$ cat config.mk
export PLATFORM = sky130hd
export DESIGN_NAME = bcd_count_sequencer
export DESIGN_NICKNAME = d
export VERILOG_FILES = /design/src/rtl/bcd_count_sequencer.sv
export SDC_FILE = /design/constraint.sdc
export NUM_CORES = 1
export LEC_CHECK = 0
export BUFFER_PORTS_ARGS = -buffer_cell sky130_fd_sc_hd__buf_2
export CORE_MARGIN = 8
export CORE_UTILIZATION = 23
export DETAILED_ROUTE_END_ITERATION = 16
export PLACE_DENSITY = 0.4
export RECOVER_POWER = 25
export SYNTH_ARGS = -nofsm -noshare
export SYNTH_HDL_FRONTEND = slang
export SYNTH_SLANG_ARGS = --single-unit
$ cat constraint.sdc
create_clock -name clk -period 3.7 [get_ports clk]
set_input_delay 0.74 -clock clk [delete_from_list [all_inputs] [get_ports clk]]
set_output_delay 0.74 -clock clk [all_outputs]
set_load 0.02 [all_outputs]
$ cat src/rtl/bcd_count_sequencer.sv
// bcd_count_sequencer: run/stop/clear controller for a four-digit BCD counter
// chain. Debounces the run and clear buttons, runs an IDLE/RUN/CLEAR/DONE
// state machine and turns each divider tick into per-digit ena/clr pulses
// with decimal carry.
// Build option: define SATURATE_EN to hold at 9999 (enter DONE, latch
// overflow). Without it the count wraps to 0000 with a one-cycle overflow.
module bcd_count_sequencer #(
  parameter int DEBOUNCE_CYCLES = 50000
) (
  input  logic       clk,
  input  logic       rst_n,
  input  logic       tick,
  input  logic       btn_run_n,
  input  logic       btn_clr_n,
  input  logic [3:0] q0,
  input  logic [3:0] q1,
  input  logic [3:0] q2,
  input  logic [3:0] q3,
  output logic [3:0] ena,
  output logic [3:0] clr,
  output logic       running,
  output logic       overflow
);

  localparam int CW = $clog2(DEBOUNCE_CYCLES + 1);

  typedef enum logic [1:0] {
    S_IDLE  = 2'd0,
    S_RUN   = 2'd1,
    S_CLEAR = 2'd2,
    S_DONE  = 2'd3
  } state_t;

  // Button index 0 is run, index 1 is clear.
  logic [1:0] w_btn_n;
  logic [1:0] w_pulse;

  assign w_btn_n = {btn_clr_n, btn_run_n};

  genvar gi;
  generate
    for (gi = 0; gi < 2; gi++) begin : g_btn
      logic [1:0]    r_sync;
      logic          r_level;
      logic [CW-1:0] r_cnt;
      logic          r_pulse;

      // Two-flop synchronizer, idling at the released level.
      always_ff @(posedge clk or negedge rst_n) begin
        if (!rst_n) begin
          r_sync <= 2'b11;
        end else begin
          r_sync <= {r_sync[0], w_btn_n[gi]};
        end
      end

      // Accept a new level only after it has been stable for the full window;
      // a single pulse marks each accepted press.
      always_ff @(posedge clk or negedge rst_n) begin
        if (!rst_n) begin
          r_level <= 1'b1;
          r_cnt   <= '0;
          r_pulse <= 1'b0;
        end else begin
          r_pulse <= 1'b0;
          if (r_sync[1] == r_level) begin
            r_cnt <= '0;
          end else if (r_cnt == CW'(DEBOUNCE_CYCLES - 1)) begin
            r_level <= r_sync[1];
            r_cnt   <= '0;
            r_pulse <= ~r_sync[1];
          end else begin
            r_cnt <= r_cnt + 1'b1;
          end
        end
      end

      assign w_pulse[gi] = r_pulse;
    end
  endgenerate

  logic w_run_pulse;
  logic w_clr_pulse;

  assign w_run_pulse = w_pulse[0];
  assign w_clr_pulse = w_pulse[1];

  // Decimal carry chain. Any digit at 9 or above (including illegal 10-15)
  // rolls over to 0 and passes the carry up.
  logic [3:0] w_q [4];
  logic [3:0] w_ge9;
  logic [3:0] w_carry;
  logic [3:0] w_cnt_ena;
  logic [3:0] w_cnt_clr;
  logic       w_terminal;

  assign w_q[0] = q0;
  assign w_q[1] = q1;
  assign w_q[2] = q2;
  assign w_q[3] = q3;

  generate
    for (gi = 0; gi < 4; gi++) begin : g_digit
      assign w_ge9[gi] = (w_q[gi] >= 4'd9);
      if (gi == 0) begin : g_first
        assign w_carry[gi] = 1'b1;
      end else begin : g_rest
        assign w_carry[gi] = &w_ge9[gi-1:0];
      end
      assign w_cnt_ena[gi] = w_carry[gi] & ~w_ge9[gi];
      assign w_cnt_clr[gi] = w_carry[gi] &  w_ge9[gi];
    end
  endgenerate

  assign w_terminal = (q0 == 4'd9) && (q1 == 4'd9) && (q2 == 4'd9) && (q3 == 4'd9);

  state_t     r_state;
  state_t     w_state_next;
  logic [3:0] r_ena;
  logic [3:0] r_clr;
  logic       r_running;
  logic       r_overflow;
  logic [3:0] w_ena_next;
  logic [3:0] w_clr_next;
  logic       w_ovf_next;

  // Next state and next registered outputs; clear has priority over run.
  always_comb begin
    w_state_next = r_state;
    w_ena_next   = 4'b0000;
    w_clr_next   = 4'b0000;
`ifdef SATURATE_EN
    w_ovf_next   = r_overflow;
`else
    w_ovf_next   = 1'b0;
`endif
    if (w_clr_pulse) begin
      w_state_next = S_CLEAR;
      w_clr_next   = 4'b1111;
      w_ovf_next   = 1'b0;
    end else begin
      case (r_state)
        S_IDLE: begin
          if (w_run_pulse) w_state_next = S_RUN;
        end
        S_RUN: begin
          if (tick) begin
`ifdef SATURATE_EN
            if (w_terminal) begin
              w_state_next = S_DONE;
              w_ovf_next   = 1'b1;
            end else begin
              w_ena_next = w_cnt_ena;
              w_clr_next = w_cnt_clr;
            end
`else
            w_ena_next = w_cnt_ena;
            w_clr_next = w_cnt_clr;
            w_ovf_next = w_terminal;
`endif
          end
          if (w_run_pulse) w_state_next = S_IDLE;
        end
        S_CLEAR: begin
          w_state_next = S_IDLE;
        end
        S_DONE: begin
          w_state_next = S_DONE;
        end
        default: begin
          w_state_next = S_IDLE;
        end
      endcase
    end
  end

  // State and output registers.
  always_ff @(posedge clk or negedge rst_n) begin
    if (!rst_n) begin
      r_state    <= S_IDLE;
      r_ena      <= 4'b0000;
      r_clr      <= 4'b0000;
      r_running  <= 1'b0;
      r_overflow <= 1'b0;
    end else begin
      r_state    <= w_state_next;
      r_ena      <= w_ena_next;
      r_clr      <= w_clr_next;
      r_running  <= (w_state_next == S_RUN);
      r_overflow <= w_ovf_next;
    end
  end

  assign ena      = r_ena;
  assign clr      = r_clr;
  assign running  = r_running;
  assign overflow = r_overflow;

endmodule

* Word-level counts from Yosys, hierarchy flattened
Cells that the tools add are included.
** Operators by class
- Mux-type cells :: 21
- Reduce and logical (&&, ||, !) cells :: 8
- Add/sub/neg operators :: 2
- Magnitude comparators :: 4
- Bitwise logic cells :: 14
- Equal/unequal tests :: 12
** Operators by type and width (number)
- 16-bit 2-to-1 mux :: 4
- 16-bit by 1-bit adder with 16-bit output, second input constant :: 2
- 16-bit equality test, second input constant :: 2
- 4-bit 2-to-1 mux :: 6
- 4-bit equality test, second input constant :: 4
- 4-bit greater-or-equal comparator, second input constant :: 4
- 1-bit inverter :: 8
- 2-bit one-hot mux with 4 select lines :: 1
- 1-bit 2-to-1 mux :: 7
- 1-bit bitwise AND :: 6
- 2-bit 2-to-1 mux :: 3
- 2-bit AND reduction :: 3
- 2-bit by 1-bit equality test with 1-bit output, second input constant :: 2
- 2-bit equality test, second input constant :: 2
- 1-bit logical AND :: 3
- 3-bit AND reduction :: 1
- 1-bit equality test :: 2
- 2-bit zero test :: 1
** Storage, ports and cells
- Output and inout bits :: 10
- Bits in registers :: 52
- Input port bits :: 21
- Logic and storage cells :: 74

* Longest topological paths before layout
- Depth in word-level cells :: 7
- Depth in mapped cells :: 6
- Mapped depth without buffers :: 5

* Least setup slack after synthesis
Ideal clock, no wire load.
- Path type :: reg-to-reg
- From :: register g_btn[0].r_cnt[10]
- To :: register g_btn[0].r_level
- Setup time :: 82 ps
- Arrival time :: 1680 ps
- Cell stages (with the launch flop) :: 4
- Path slack :: 1937 ps
- Data required time :: 3618 ps
- Path buffers :: 0
- Clock period less this slack :: 1763 ps
- Cell sequence :: dfrtp_1 -> or3b_4 -> or4_4 -> mux2_4
** On the way
- Longest elaborated chain between the ends :: 2
** RTL lines
- start, declared :: RTL line 45 : logic [CW-1:0] r_cnt;
- start signal, assigned :: RTL line 73 : r_cnt <= r_cnt + 1'b1;
- 16-bit equality test :: RTL line 68 : end else if (r_cnt == CW'(DEBOUNCE_CYCLES - 1)) begin
- 2-bit AND reduction (no source line)
- end signal, assigned :: RTL line 69 : r_level <= r_sync[1];
- end, declared :: RTL line 44 : logic r_level;
No other way between the ends.
A chain may end at the register's enable or synchronous reset.

* Worst setup path after layout
- From :: register g_btn[0].r_cnt[0]
- To :: register g_btn[0].r_cnt[7]
** On the way
- Longest elaborated chain between the ends :: 3
- Elaborated cells between the ends (all ways) :: 4
- Those cells by class :: 1 x add/sub; 1 x eq/ne; 2 x mux
** RTL lines
- 16-bit by 1-bit adder with 16-bit output or 16-bit equality test (tied branches) :: RTL line 73, 68
- 16-bit 2-to-1 mux * :: RTL line 68
- 16-bit 2-to-1 mux * :: RTL line 66 : if (r_sync[1] == r_level) begin
Every way passes the cells marked *; elsewhere a longest branch is shown, timed or not.

==> out/qor.txt <==
status: finished clean
Final setup viols: 0
cell accounting for the most synthesized area: dfrtp_1
Arr. time, crit path: 2170 ps
fmax: 497 MHz
DIE AREA: 13600 µm²
1st-iter DRT viols: 48
H-tree depth: 2
Setup Crit Path Kind: reg2reg
Vias/cell: 4.16
multi-input logic area: 982 µm²
GRT overflow: 0
reg2reg end: g_btn[0].r_cnt[7]
CTS tree: done
DIE WIDTH: 117 µm
crit path time final: 2010 ps
reg2reg start: g_btn[0].r_cnt[0]
Hold Crit Depth: 0
Clock Latency Late Sink: 310 ps
Synth async-reset ratio: 100%
Layout fillers: 1077
mux contribution to synthesized area: 1.13%
max-cap violations: 0
Worst Hold Class: reg2reg
post-synthesis average cell area: 10.9 µm²
GP Congestion: 0.741
Synth Instances: 214
Top FF cell, synth: dfrtp_1
post-CTS setup buffer count: 0
Slew @ Worst Pin: 1220 ps
fin. max-slew vios: 0
adder-cell share of the synthesized area: 1.07%
final critical-path share of the clock period: 54.4%
final WL: 4630 µm
Root Driver: clkbuf_8
crit end category: flip-flop
# hold bufs at CTS: 0
post-route ant nets: 0
Pleak: 1.16 nW
overall power: 1.03 mW
First-pass DRT Iterations: 4
core area: 9820 µm²
Fin Hold WS: 361 ps
first-pass GRT wire length: 8090 µm
Seq. cell area: 1310 µm²
FF-to-FF setup slack: 1690 ps
GRT Resource Usage Total: 7.54%
worst vdd rail ir drop: 0.162 mV
hold_sp: g_btn[1].r_sync[0]
startpoint class of the critical path: flip-flop
CTS buffer count: 5
CTS sink count: 52
number of hold violations in the final report: 0
antenna cells: 0
synth unique cells: 36
Clock Tree Buf Depth: 2
Final nets: 272
Seq/Total Area, Yosys: 56.2%
Reg clk slew, reported paths: 100 ps
Core Rows: 36
Yosys reg bits: 52
initial antenna violation count: 0
CP Max Fanout: 15
Cell Area, Synth: 2330 µm²
RSZ-0062 raised after global routing: false
Worst EP required: 3860 ps
Post-Synth Simple-Gate Area: 24.4%
syn nets: 237
final core utilization: 28.0%
count leader, synth: dfrtp_1
wire per inst: 12.1 µm
post-synth top area share: 49.4%
layout cells sized above 1: 21.2%
port buffer count: 30
num ports: 31
final setup TNS: 0 ps
Die H: 117 µm
via count of the first global-routing pass: 1631
EDFF count, synth: 0
Max-slew headroom: 18.7%
Worst Reg-to-Reg Cells: 4
largest family of logic cells by synthesized area: simple AND/OR/NAND/NOR gates
Initial Util: 23.7%
Yosys Warn Count: 0
Synth Area in Compound Gates: 4.24%
PD cells: 374 nW/µm²
post-CTS sizing: 0
Synth Area in XOR/XNOR: 11.3%
final clock skew: 12.8 ps
via count: 1593
DRC errors left: 0
synth top area cells: dfrtp_1, xnor2_1, dfstp_2
hold endpoint: g_btn[1].r_sync[1]
synth cell count leaders: dfrtp_1, nor2_1, xnor2_1
final HPWL from detailed placement: 3380 µm
Layout area overhead: 18.0%
largest net degree at the start of global routing: 32
==> cell families after synthesis <==
| family | count (synthesis) |
|---|---|
| adder cells (fa/ha/maj) | 2 |
| flip-flops | 52 |
| AO/OA/AOI/OAI | 10 |
| buffers and inverters | 9 |
| AND/OR/NAND/NOR | 109 |
| multiplexers | 2 |
| XOR/XNOR | 30 |
==> placed cells by master (no fill, tap or decap), drive strengths merged, types with 8 or more instances in the layout <==
| cell type | n |
|---|---|
| nand2 | 9 |
| nor2 | 41 |
| nand3 | 12 |
| nor4 | 11 |
| nand4 | 10 |
| buf | 29 |
| xnor2 | 26 |
| nor3 | 8 |
| dfrtp | 46 |
==> final cells by class <==
type,instances,area share (%)
Multi-Input combinational cell,153,35.7
Timing Repair Buffer,31,5.64
Clock inverter,3,1.68
Tap cell,133,6.05
Clock buffer,5,2.50
Inverter,6,0.819
Sequential cell,52,47.6
==> routing by layer <==
layer	vias up	GRT usage (%)	routed length, µm
met2	18	11.5	2170
met4	0	2.82	61
met1	756	9.89	2270
li1	812	-	-
met5	-	0	0
met3	7	2.17	128
==> worst max-delay path, stage by stage (launching register included) <==
cell,delay (ps)
dfrtp_1,400
ha_1,200
nand3_1,300
o41ai_4,840
nor2_1,110
==> state kept, by name, indices dropped and copies added (netlist names) <==
name           cells
g_btn.r_cnt       32
clr                4
ena                4
g_btn.r_sync       4
g_btn.r_level      2
g_btn.r_pulse      2
r_state            2
overflow           1
running            1
==> through the flow <==
stage	instance area, µm²	setup slack, ps	std cells
2_1_floorplan	2330	1940	214
3_3_place_gp	2640	1660	375
3_5_place_dp	2640	1660	375
4_1_cts	2750	1620	383
5_1_grt	2750	1450	383
6_report	2750	1690	383
==> report_power, final <==
part           internal [mW]  switching (mW)  total, mW
clock network          0.204           0.196      0.400
registers              0.577         0.00652      0.584
logic                 0.0174          0.0282     0.0456
==> how the worst max path moves through the flow <==
stage / from / to / slack [ps] / depth (start not counted)
2_1_floorplan: g_btn[0].r_cnt[10] / g_btn[0].r_level / 1940 / 3
3_3_place_gp: g_btn[0].r_cnt[7] / g_btn[0].r_cnt[14] / 1660 / 4
3_5_place_dp: g_btn[0].r_cnt[7] / g_btn[0].r_cnt[3] / 1660 / 4
4_1_cts: g_btn[0].r_cnt[0] / g_btn[0].r_cnt[15] / 1620 / 4
5_1_grt: g_btn[0].r_cnt[0] / g_btn[0].r_cnt[15] / 1450 / 4
6_report: g_btn[0].r_cnt[0] / g_btn[0].r_cnt[7] / 1690 / 4
Note: power is estimated with default switching activity, not from simulation.
